`src/rtl/life_pkg.sv`:
```
// Shared types and helpers for the Game of Life engine: controller state
// encoding and the flat cell-index mapping used by every grid vector.
package life_pkg;

  typedef enum logic [1:0] {
    IDLE  = 2'd0,
    RUN   = 2'd1,
    PAUSE = 2'd2,
    HALT  = 2'd3
  } life_state_t;

  // Cell (r,c) lives at bit r*cols+c of a flattened grid.
  function automatic int idx(input int r, input int c, input int cols);
    return r * cols + c;
  endfunction

endpackage

```
`src/rtl/life_next_gen.sv`:
```
// Purely combinational B3/S23 next-generation calculator for a ROWS x COLS grid,
// with optional toroidal wrap of the neighbourhood.
module life_next_gen
  import life_pkg::*;
#(
  parameter int ROWS     = 8,
  parameter int COLS     = 8,
  parameter int TOROIDAL = 0
) (
  input  logic [ROWS*COLS-1:0] grid,
  output logic [ROWS*COLS-1:0] next_grid
);

  for (genvar r = 0; r < ROWS; r++) begin : g_row
    for (genvar c = 0; c < COLS; c++) begin : g_col
      logic [8:0] nb;
      logic [3:0] count;

      // Neighbour positions are resolved at elaboration, so every grid tap is a
      // constant index; position 4 is the cell itself and never contributes.
      for (genvar k = 0; k < 9; k++) begin : g_nb
        localparam int  RR_RAW   = r + k / 3 - 1;
        localparam int  CC_RAW   = c + k % 3 - 1;
        localparam int  RR       = (RR_RAW + ROWS) % ROWS;
        localparam int  CC       = (CC_RAW + COLS) % COLS;
        localparam bit  IN_RANGE = (RR_RAW >= 0) && (RR_RAW < ROWS) &&
                                   (CC_RAW >= 0) && (CC_RAW < COLS);
        if (k == 4) begin : g_self
          assign nb[k] = 1'b0;
        end else if (TOROIDAL != 0 || IN_RANGE) begin : g_tap
          assign nb[k] = grid[idx(RR, CC, COLS)];
        end else begin : g_edge
          assign nb[k] = 1'b0;
        end
      end

      assign count = 4'($countones(nb));
      assign next_grid[idx(r, c, COLS)] =
        (count == 4'd3) || (grid[idx(r, c, COLS)] && (count == 4'd2));
    end
  end

endmodule

```
`src/rtl/life_engine.sv`:
```
// Game of Life controller: grid register, run/pause/step/halt state machine,
// generation divider, saturating generation counter and stable/extinct flags.
module life_engine
  import life_pkg::*;
#(
  parameter int ROWS     = 8,
  parameter int COLS     = 8,
  parameter int TOROIDAL = 0,
  parameter int STEP_DIV = 1,
  parameter int GEN_W    = 16
) (
  input  logic                 clk,
  input  logic                 reset,
  input  logic                 on,
  input  logic                 load,
  input  logic                 clear,
  input  logic                 step,
  input  logic [ROWS*COLS-1:0] seed,
  output logic [ROWS*COLS-1:0] display,
  output logic [GEN_W-1:0]     gen_count,
  output logic                 running,
  output logic                 stable,
  output logic                 extinct
);

  localparam int CELLS = ROWS * COLS;
  localparam int DIV_W = $clog2(STEP_DIV + 1);
  localparam logic [DIV_W-1:0] DIV_LAST = DIV_W'(STEP_DIV - 1);

  life_state_t      state_q, state_d;
  logic [CELLS-1:0] grid_q, grid_d, next_grid;
  logic [GEN_W-1:0] gen_q, gen_d;
  logic [DIV_W-1:0] div_q, div_d;
  logic             stable_q, stable_d;
  logic             extinct_q, extinct_d;
  logic             evolve;

  life_next_gen #(
    .ROWS    (ROWS),
    .COLS    (COLS),
    .TOROIDAL(TOROIDAL)
  ) u_next_gen (
    .grid     (grid_q),
    .next_grid(next_grid)
  );

  always_comb begin
    // NOTE: every signal written here gets a default first, so no path can leave it unassigned and infer a latch.
    state_d   = state_q;
    grid_d    = grid_q;
    gen_d     = gen_q;
    div_d     = div_q;
    stable_d  = stable_q;
    extinct_d = extinct_q;
    evolve    = 1'b0;

    if (clear) begin
      state_d   = IDLE;
      grid_d    = '0;
      gen_d     = '0;
      div_d     = '0;
      stable_d  = 1'b0;
      extinct_d = 1'b0;
    end else if (load) begin
      state_d   = on ? RUN : PAUSE;
      grid_d    = seed;
      gen_d     = '0;
      div_d     = '0;
      stable_d  = 1'b0;
      extinct_d = 1'b0;
    end else begin
      unique case (state_q)
        IDLE: begin
          if (on) begin
            state_d = RUN;
            grid_d  = seed;
            gen_d   = '0;
            div_d   = '0;
          end
        end
        RUN: begin
          // The terminal count evolves even when on drops in the same cycle.
          if (div_q == DIV_LAST) begin
            evolve = 1'b1;
            div_d  = '0;
          end else if (on) begin
            div_d = div_q + 1'b1;
          end
          if (!on) state_d = PAUSE;
        end
        PAUSE: begin
          evolve = step;
          if (on) state_d = RUN;
        end
        HALT: ;
        default: state_d = IDLE;
      endcase
    end

    // A halting evolution overrides whatever transition the state logic chose.
    if (evolve) begin
      grid_d = next_grid;
      if (gen_q != '1) gen_d = gen_q + 1'b1;
      if (next_grid == '0) begin
        extinct_d = 1'b1;
        stable_d  = 1'b0;
        state_d   = HALT;
      end else if (next_grid == grid_q) begin
        stable_d  = 1'b1;
        extinct_d = 1'b0;
        state_d   = HALT;
      end else begin
        stable_d  = 1'b0;
        extinct_d = 1'b0;
      end
    end
  end

  always_ff @(posedge clk) begin
    // NOTE: state registers use non-blocking assignments so every flop samples pre-edge values.
    if (reset) begin
      state_q   <= IDLE;
      grid_q    <= '0;
      gen_q     <= '0;
      div_q     <= '0;
      stable_q  <= 1'b0;
      extinct_q <= 1'b0;
    end else begin
      state_q   <= state_d;
      grid_q    <= grid_d;
      gen_q     <= gen_d;
      div_q     <= div_d;
      stable_q  <= stable_d;
      extinct_q <= extinct_d;
    end
  end

  assign display   = grid_q;
  assign gen_count = gen_q;
  assign running   = (state_q == RUN);
  assign stable    = stable_q;
  assign extinct   = extinct_q;

endmodule

```
`config.mk`:
```
export PLATFORM = sky130hd
export DESIGN_NAME = life_engine
export DESIGN_NICKNAME = d
export VERILOG_FILES = /design/src/rtl/life_pkg.sv /design/src/rtl/life_next_gen.sv /design/src/rtl/life_engine.sv
export SDC_FILE = /design/constraint.sdc
export NUM_CORES = 1
export LEC_CHECK = 0
export ABC_AREA = 1
export CELL_PAD_IN_SITES_DETAIL_PLACEMENT = 1
export CELL_PAD_IN_SITES_GLOBAL_PLACEMENT = 1
export CORE_UTILIZATION = 35
export CTS_BUF_LIST = sky130_fd_sc_hd__clkbuf_2 sky130_fd_sc_hd__clkbuf_4 sky130_fd_sc_hd__clkbuf_8
export CTS_CLUSTER_DIAMETER = 150
export DETAILED_ROUTE_END_ITERATION = 8
export GPL_TIMING_DRIVEN = 0
export PLACE_DENSITY_LB_ADDON = 0.1
export SYNTH_ARGS = -nofsm -noshare
export SYNTH_HDL_FRONTEND = slang
export SYNTH_SLANG_ARGS = --single-unit
```
`constraint.sdc`:
```
create_clock -name clk -period 3.7 [get_ports clk]
set_input_delay 1.11 -clock clk [delete_from_list [all_inputs] [get_ports clk]]
set_output_delay 1.11 -clock clk [all_outputs]
set_load 0.1 [all_outputs]
```
==> impl_metrics.toml, run 1 <==
[floorplan]
fp.dieH_um = 207
ioPinCount = 153
core_um2 = 41100
rows = 74
die_area_um2 = 42700
initial_utilization_pct = 35.7
die_w_um = 207

[worst_setup_path]
r2r_end = "stable"
cp-end-kind = "register"
r2r_setup_slack_ns = 0.10
crit_fanout = 5
worstSetupPathType = "reg2reg"
required_ns = 4.06
crit_arrival_ns = 3.96
reg2reg_depth = 19
cp-start-kind = "register"
reg2reg_from = "display[45]"

[status]
outcome = "complete, but fails checks"
violations = "DRC"

[synth]
postSynthCellCount = 2069
synthesis.nets = 2508
synth_edf_count = 0
synth-simple-area-share_pct = 26.0
syn_area_um2 = 14700
synthAdderAreaFrac_pct = 41.6
synth_flop_cell = "dfxtp_1"
seq_area_frac_synth_pct = 11.6
muxShareOfSynthArea_pct = 0
yosysUniqueCellTypes = 45
synthArstFlopShare_pct = 0
syn_avg_cell_area_um2 = 7.09
yosysWarnings = 0
synth_compound_area_share_pct = 6.38
ys_ff_latch = 85
synth_xor_xnor_area_share_pct = 0.298
synth_top_family_by_area = "adder cells"

[timing]
rsz0062_at_grt = "yes"
final-setup-viol-count = 0
hold_violations = 0
max_slew_margin_pct = 31.1
period_share_pct = 97.2
report.final.slew_viol_count = 0
max_freq_ghz = 0.278
setup_tns_ns = 0
worstMarginPinSlew_ns = 1.03
fin_crit_ns = 3.60
fin_worst_skew_ns = 0.0301

[cells_and_area]
insertedDiodeCount = 0
fillers = 5192
synthToLayoutAreaGrowth_pct = 25.2
nets = 2750
drive_gt1_share_pct = 12.7
final_cell_area_um2 = 18400
layout.cells.non_filler = 2848

[hold_path]
holdPathStages = 2
min-delay-start = "div_q"
hold_class = "reg2reg"
holdPathEnd = "div_q"

[global_routing]
grt_pass1_wl_um = 88400
grt_max_degree = 16
overflow = 0
grt_antenna_before_repair = 3
grt_use_total_pct = 28.3
grt_pass1_vias = 15000

[clock_tree]
cts_tree = "done"
numCtsBuffers = 9
clk_latency_ns = 0.45
clockBufferDepth = 2
root_buffer = "clkbuf_8"
cts_sinks = 85
clk_pin_slew_ns = 0.11
htreeDepth = 3

[route]
drtAntennaViolNets = 0
dr.pass1.iters = 8
first_iter_violations = 736
avgViaCountPerCell = 5.04
drc = 11
routedWlPerCell_um = 20.7
routed_wl_um = 59000
via_count = 14400

[job]
cap_violations = 0

[placed_design]
post-dp-hpwl_um = 48400
io_buffers = 152
place.gp.congestion = 0.882
post-place-cells = 2753
place_area_um2 = 16900

[pwr]
p_per_area_nw_per_um2 = 236
leakage_uw = 0.00895
vdd_drop_max_mv = 0.165
area by class of cell:
| type | instances | area (µm²) | area share (%) |
|---|---|---|---|
| inverter | 517 | 1950 | 10.6 |
| tap | 532 | 666 | 3.62 |
| buffer | 28 | 125 | 0.681 |
| sequential | 85 | 1880 | 10.3 |
| clock buffer | 10 | 138 | 0.749 |
| timing repair buffer | 231 | 2120 | 11.5 |
| clock inverter | 6 | 70.1 | 0.381 |
| multi-input combinational | 1439 | 11400 | 62.2 |
worst max-delay path, stage by stage (launching register included):
cell	delay (ns)
dfxtp_4	0.39
ha_4	0.28
inv_1	0.08
fa_1	0.51
inv_1	0.05
fa_1	0.38
inv_1	0.08
fa_1	0.40
o21bai_1	0.16
nor2_1	0.19
nand2_1	0.12
nand2_1	0.07
nand2_1	0.05
nor2_2	0.13
nand2_1	0.06
nor2_1	0.10
nand2_1	0.06
nor2_1	0.13
nand3_2	0.13
a21oi_2	0.14
per-stage QoR:
| stage | hold slack [ns] | total power (µW) | setup WS, ns | util, % |
|---|---|---|---|---|
| after floorplan | 0.427 | 2590 | 0.0196 | - |
| after global placement | 0.443 | 3260 | -0.257 | 41.2 |
| after detailed placement | 0.456 | 3350 | -0.341 | 41.2 |
| after CTS | 0.472 | 4210 | -0.00116 | 42.8 |
| after global routing | 0.481 | 4680 | -0.0505 | 44.7 |
| final | 0.464 | 4330 | 0.104 | 44.7 |
report_power, final:
part           internal, µW  switching (µW)
clock network           337             461
registers               938             119
logic                   892            1590
cell usage in the layout (no fill, tap or decap), types with 7 or more instances in the layout:
cell,netlist,routed
dfxtp_1,85,27
nand3b_1,7,7
ha_1,170,147
a31oi_1,61,61
buf_4,0,74
clkbuf_1,16,16
nand2_1,527,513
clkbuf_8,0,10
clkdlybuf4s50_1,0,152
dfxtp_4,0,44
or2_2,8,8
nand3_1,117,111
nand4_1,47,47
inv_1,513,507
ha_4,0,19
buf_2,10,12
fa_1,199,179
a21oi_1,27,26
fa_2,0,20
nor2_1,185,155
nor2_2,4,29
dfxtp_2,0,14
nand2_2,2,15
o21bai_1,7,7
o21ai_0,31,31
worst max-delay path by stage:
stage / start / to / slack [ns]
2_1_floorplan: display[60] / stable / 0.02
3_3_place_gp: display[18] / state_q[1] / -0.26
3_5_place_dp: display[18] / state_q[1] / -0.34
4_1_cts: display[37] / state_q[1] / -0.001
5_1_grt: display[43] / state_q[1] / -0.05
6_report: display[45] / stable / 0.10
Yosys cell counts (5+ instances only):
cell	number	area share, %
buf_2	10	0.34
dfxtp_1	85	12
nand3b_1	7	0.36
o21bai_1	7	0.36
fa_1	199	27
o21ai_0	31	1.1
nand3_1	117	4.0
a31oi_1	61	2.6
or2_2	8	0.34
nor2_1	185	4.7
nand2_1	527	13
ha_1	170	14
inv_1	513	13
clkbuf_1	16	0.41
nor3_1	7	0.24
a21oi_1	27	0.92
nand4_1	47	2.0
o211ai_1	5	0.26
registers in the layout (all words and copies together), names as in the netlist:
name and cells:
extinct 1, display 64, stable 1, gen_count 16
div_q 1, state_q 2
per-layer routing:
layer,global-route usage (%),vias up,part of all wire [%]
met5,0,-,0
met4,8.86,0,3.0
met3,3.17,82,3.9
met2,47.8,287,48
met1,37.7,7163,45
li1,-,6823,-
cells by family (layout without fill, tap and decap cells):
| logic type | Yosys count | after routing |
|---|---|---|
| simple gates | 914 | 914 |
| fa+ha+maj | 369 | 369 |
| compound gates | 151 | 151 |
| buf+inv | 545 | 792 |
| flops | 85 | 85 |
| xor+xnor | 5 | 5 |
repair_timing:
action	CTS	global route
hold buffers	0	0
setup endpoints to repair	4	4
setup buffers	21	58
gates resized for setup	73	91
pin swaps	1	37
(Power assumes the default switching activity.)
==> inputs of run 2 (changes only) <==
--- a/config.mk
+++ b/config.mk
@@ -8,7 +8,8 @@
 export ABC_AREA = 1
 export CELL_PAD_IN_SITES_DETAIL_PLACEMENT = 1
 export CELL_PAD_IN_SITES_GLOBAL_PLACEMENT = 1
-export CORE_UTILIZATION = 35
+export CORE_MARGIN = 2
+export CORE_UTILIZATION = 44
 export CTS_BUF_LIST = sky130_fd_sc_hd__clkbuf_2 sky130_fd_sc_hd__clkbuf_4 sky130_fd_sc_hd__clkbuf_8
 export CTS_CLUSTER_DIAMETER = 150
 export DETAILED_ROUTE_END_ITERATION = 8
==> run 2 against run 1 <==
Compared with the run above: the flow now finishes without violations; power down 1.5%; sequential power about the same; global-route usage up 4.2 points; worst hold slack better by 0.047 ns; combinational power about the same; clock skew down 0.017 ns; count of clock-buffer cells in the layout up 1; worst setup slack better by 0.0051 ns; first-iteration DRC count up 1.6%; wire length down 2.1%; via count up 2.9%; highest routed layer unchanged.
==> impl_metrics.toml, run 2 (synthesis results as in run 1) <==
[status]
outcome = "finished clean"

[cells_and_area]
fillers = 4240
nets = 2753
layout.cells.non_filler = 2761
synthToLayoutAreaGrowth_pct = 24.2
final_common_cell = "inv_1"
largest_reg_flops = 64
mostFrequentLayoutCells = "inv_1 (512), nand2_1 (508), fa_1 (182)"
final_cell_area_um2 = 18200
insertedDiodeCount = 0
drive_gt1_share_pct = 12.6

[route]
first_iter_violations = 748
dr.pass1.iters = 5
drc = 0
routedWlPerCell_um = 20.9
drtAntennaViolNets = 0
via_count = 14800
avgViaCountPerCell = 5.35
routed_wl_um = 57700

[clock_tree]
clockBufferDepth = 2
clk_pin_slew_ns = 0.11
cts-hold-fix-buffers = 0
root_buffer = "clkbuf_8"
numCtsBuffers = 9
cts_sinks = 85
cts_tree = "done"
clk_latency_ns = 0.44
htreeDepth = 3

[floorplan]
fp.dieH_um = 187
initial_utilization_pct = 44.9
ioPinCount = 153
core_um2 = 32700
die_area_um2 = 34800
die_w_um = 187
rows = 66

[worst_setup_path]
cp_slowest_cell = "fa_1"
slowest_delay_ns = 0.49
startpoint = "display[27]"
crit_fanout = 9
crit_buf_inv = 2
cp-end-kind = "register"
required_ns = 4.08
cp-start-kind = "register"
cp_common_cell = "nand2_1"
crit_family = "adder cells"
worstSetupPathType = "reg2reg"
crit_chain = "ha_4, inv_1, fa_1, fa_2, fa_1, inv_1, o21ai_0, nor2_1, nand2_1, nand2_1, nand2_1, nor2_1, nand2_1, nor2_1, nand2_1, nor2_2, nand3_2, a21oi_2"
reg2reg_from = "display[27]"
crit_arrival_ns = 3.97

[hold_path]
hold_class = "reg2reg"
min-delay-start = "extinct"

[placed_design]
place.gp.congestion = 0.926
post-place-cells = 2663
place_area_um2 = 16800
post-dp-hpwl_um = 46400
io_buffers = 152

[global_routing]
grt_pass1_vias = 15300
grt_pass1_wl_um = 86500
grt_max_degree = 15
overflow = 0
grt_antenna_before_repair = 0
grt_use_total_pct = 32.5

[timing]
worstMarginPinSlew_ns = 1.06
period_share_pct = 97.1
hold_violations = 0
fin_worst_skew_ns = 0.0133
fin_crit_ns = 3.59
report.final.slew_viol_count = 0
max_freq_ghz = 0.278
max_slew_margin_pct = 29.3
final-setup-viol-count = 0

[pwr]
total_power_uw = 4270
leakage_uw = 0.00894
vdd_drop_max_mv = 0.182
p_per_area_nw_per_um2 = 234

[job]
cap_violations = 0
-- run 2: cell count changes in the layout (fill, tap and decap cells not counted), moves of 3 or more --
cell     delta
fa_1        +3
fa_2        -3
inv_1       +5
nand2_1     -5
nand2_2     +5
-- run 2: metrics by stage --
| stage | TNS [ns] | util (%) | hold slack [ns] | worst slack (ns) |
|---|---|---|---|---|
| after floorplan | 0 | - | 0.427 | 0.0196 |
| after global placement | -0.468 | 51.4 | 0.444 | -0.166 |
| after detailed placement | -0.814 | 51.4 | 0.486 | -0.277 |
| after CTS | 0 | 52.6 | 0.499 | 0.000928 |
| after global routing | -0.115 | 55.7 | 0.545 | -0.0624 |
| final | 0 | 55.7 | 0.511 | 0.109 |
-- run 2: power breakdown --
group	total, µW	leakage [µW]	switching (µW)	internal (µW)
logic	2500	0.00812	1600	903
registers	1060	0.000732	122	937
clock network	706	0.0000891	436	270
-- run 2: repair_timing --
item                       in CTS  in global routing
buffers inserted                9                 73
resized for setup              38                124
pin swaps                       2                 40
setup endpoints to repair       4                  4
-- run 2: per-layer routing --
layer  GRT usage [%]  share of wire [%]  vias up
met5               0                  0        -
met4            10.8                3.3        0
met3            3.99                4.7       85
met2            56.2                 49      394
met1            42.0                 43     7460
li1                -                  -     6839
-- run 2: path summary, 6_finish.rpt --
kind / endpoint / depth (start not counted) / slack, ns
setup / recovery: stable / 18 / 0.11
hold / removal: extinct / 2 / 0.51
setup reg to reg: stable / 18 / 0.11
hold reg to reg: extinct / 2 / 0.51
-- run 2: layout make-up --
cell class	instances	area, µm²	area share, %
multi-input cells	1439	11400	62.6
repair buffers	234	2120	11.6
inverters	517	1940	10.7
flip-flops and latches	85	1890	10.4
well taps	442	553	3.03
clock buffers	11	145	0.796
plain buffers	28	125	0.687
clock inverters	5	33.8	0.185
-- run 2: worst register-to-register path, cell delays in order, from the launching register on --
cell	delay, ns
dfxtp_4	0.43
ha_4	0.33
inv_1	0.06
fa_1	0.49
fa_2	0.38
fa_1	0.48
inv_1	0.09
o21ai_0	0.09
nor2_1	0.20
nand2_1	0.10
nand2_1	0.07
nand2_1	0.05
nor2_1	0.08
nand2_1	0.11
nor2_1	0.11
nand2_1	0.08
nor2_2	0.12
nand3_2	0.13
a21oi_2	0.14
==> inputs of run 3 (changes only) <==
--- a/config.mk
+++ b/config.mk
@@ -14,7 +14,7 @@
 export CTS_CLUSTER_DIAMETER = 150
 export DETAILED_ROUTE_END_ITERATION = 8
 export GPL_TIMING_DRIVEN = 0
-export PLACE_DENSITY_LB_ADDON = 0.1
+export PLACE_DENSITY = 0.91
 export SYNTH_ARGS = -nofsm -noshare
 export SYNTH_HDL_FRONTEND = slang
 export SYNTH_SLANG_ARGS = --single-unit
==> run 3 against run 2 <==
Compared with the run above: the run now ends with setup timing left; register-to-register slack got worse by 0.19 ns; worst hold slack got worse by 0.027 ns; count of clock-buffer cells in the layout decreased by 2; wire length increased by 12%; critical endpoint unchanged; via count increased by 6.3%; utilization increased by 0.076 points; worst setup slack got worse by 0.19 ns; sequential power about the same.
==> impl_metrics.toml, run 3 (synthesis results as in run 1) <==
[placed_design]
place_ws_ns = -0.257
post-dp-hpwl_um = 46900
place.gp.congestion = 0.942
io_buffers = 152
post-place-cells = 2663
place_area_um2 = 16800

[timing]
fin_worst_skew_ns = 0.0184
worstMarginPinSlew_ns = 1.05
hold_violations = 0
setup_tns_ns = -0.184
final-setup-viol-count = 3
rsz0062_at_grt = "yes"
max_slew_margin_pct = 29.9
fin_crit_ns = 3.78
fin_ws_ns = -0.0815
period_share_pct = 102
report.final.slew_viol_count = 0
max_freq_ghz = 0.264

[route]
routedWlPerCell_um = 23.4
avgViaCountPerCell = 5.70
drc = 0
dr.pass1.iters = 7
first_iter_violations = 1362
routed_wl_um = 64600
drtAntennaViolNets = 0
via_count = 15700

[global_routing]
overflow = 0
grt_pass1_vias = 16100
grt_use_total_pct = 33.3
grt_pass1_wl_um = 89000
grt_max_degree = 17
grt_antenna_before_repair = 1

[clock_tree]
root_buffer = "clkbuf_8"
htreeDepth = 3
clk_latency_ns = 0.47
cts-hold-fix-buffers = 0
clockBufferDepth = 2
clk_pin_slew_ns = 0.11
cts_tree = "done"
numCtsBuffers = 9
cts_sinks = 85

[floorplan]
die_area_um2 = 34800
die_w_um = 187
ioPinCount = 153
fp.dieH_um = 187
core_um2 = 32700
initial_utilization_pct = 44.9
rows = 66

[worst_setup_path]
reg2reg_depth = 17
r2r_setup_slack_ns = -0.08
required_ns = 4.09
r2r_end = "stable"
reg2reg_from = "display[37]"
crit_fanout = 5
cp-start-kind = "register"
cp-end-kind = "register"
crit_end = "stable"
crit_arrival_ns = 4.17
startpoint = "display[37]"
worstSetupPathType = "reg2reg"

[hold_path]
holdPathStages = 2
hold_class = "reg2reg"

[cells_and_area]
nets = 2747
largest_reg_flops = 64
synthToLayoutAreaGrowth_pct = 24.4
drive_gt1_share_pct = 12.6
layout.cells.non_filler = 2755
final_cell_area_um2 = 18200
mostFrequentLayoutCells = "nand2_1 (510), inv_1 (507), fa_1 (184)"
insertedDiodeCount = 0
fillers = 4188
final_common_cell = "nand2_1"

[pwr]
vdd_drop_max_mv = 0.203
leakage_uw = 0.00895
total_power_uw = 4520
p_per_area_nw_per_um2 = 248

[job]
cap_violations = 0

[status]
outcome = "complete, but fails checks"
violations = "setup timing"
[run 3: cell count changes in the layout (fill, tap and decap cells not counted), sizes merged]
cell	before	now
bufinv	0	1
inv	518	520
clkinvlp	2	0
clkinv	2	3
clkbuf	29	26
buf	92	87
[run 3: where the power goes]
group          internal [µW]  switching (µW)
Clock                    322             497
Sequential               938             124
Combinational            923            1710
Total                   2180            2330
[run 3: worst max-delay path, stage by stage, from the launching register on]
cell and delay, ns:
dfxtp_4 0.41, buf_4 0.17, ha_1 0.29, inv_1 0.06
fa_1 0.49, inv_1 0.05, fa_1 0.39, inv_1 0.09
fa_1 0.45, nor3_4 0.26, nand2_1 0.17, nand2_1 0.11
nand3_1 0.08, nor2_1 0.11, nand2_1 0.10, nor2_4 0.16
nand3_1 0.16, a21oi_1 0.17
[run 3: timing repair]
item	in CTS	in global routing
endpoints found under the setup margin	4	4
pin swaps	2	42
resized for setup	44	127
buffers inserted	10	66
[run 3: stage by stage]
stage	hold WS (ns)	utilization (%)
final	0.484	55.8
after global routing	0.532	55.8
after CTS	0.489	52.8
after detailed placement	0.470	51.4
after global placement	0.439	51.4
after floorplan	0.427	-
[run 3: per-layer routing]
layer	up-vias	share of wire, %	global-route usage (%)	wire (µm)
met5	-	0	0	0
met4	0	6.6	17.6	4250
met3	269	8.6	5.60	5530
met2	848	47	56.1	30400
met1	7773	38	40.9	24400
li1	6816	-	-	-
[run 3: how the worst min path moves through the flow]
stage           from  endpoint
3_3_place_gp   div_q     div_q
4_1_cts        div_q     div_q
3_5_place_dp   div_q     div_q
6_report       div_q     div_q
5_1_grt        div_q     div_q
2_1_floorplan  div_q     div_q
[run 3: area by class of cell]
| type | instances | area, µm² | share of cell area [%] |
|---|---|---|---|
| Multi-Input combinational cell | 1439 | 11400 | 62.7 |
| Timing Repair Buffer | 228 | 2090 | 11.5 |
| Inverter | 517 | 1950 | 10.7 |
| Sequential cell | 85 | 1880 | 10.3 |
| Tap cell | 442 | 553 | 3.03 |
| Buffer | 28 | 125 | 0.686 |
| Clock buffer | 9 | 124 | 0.679 |
| Clock inverter | 7 | 81.3 | 0.446 |
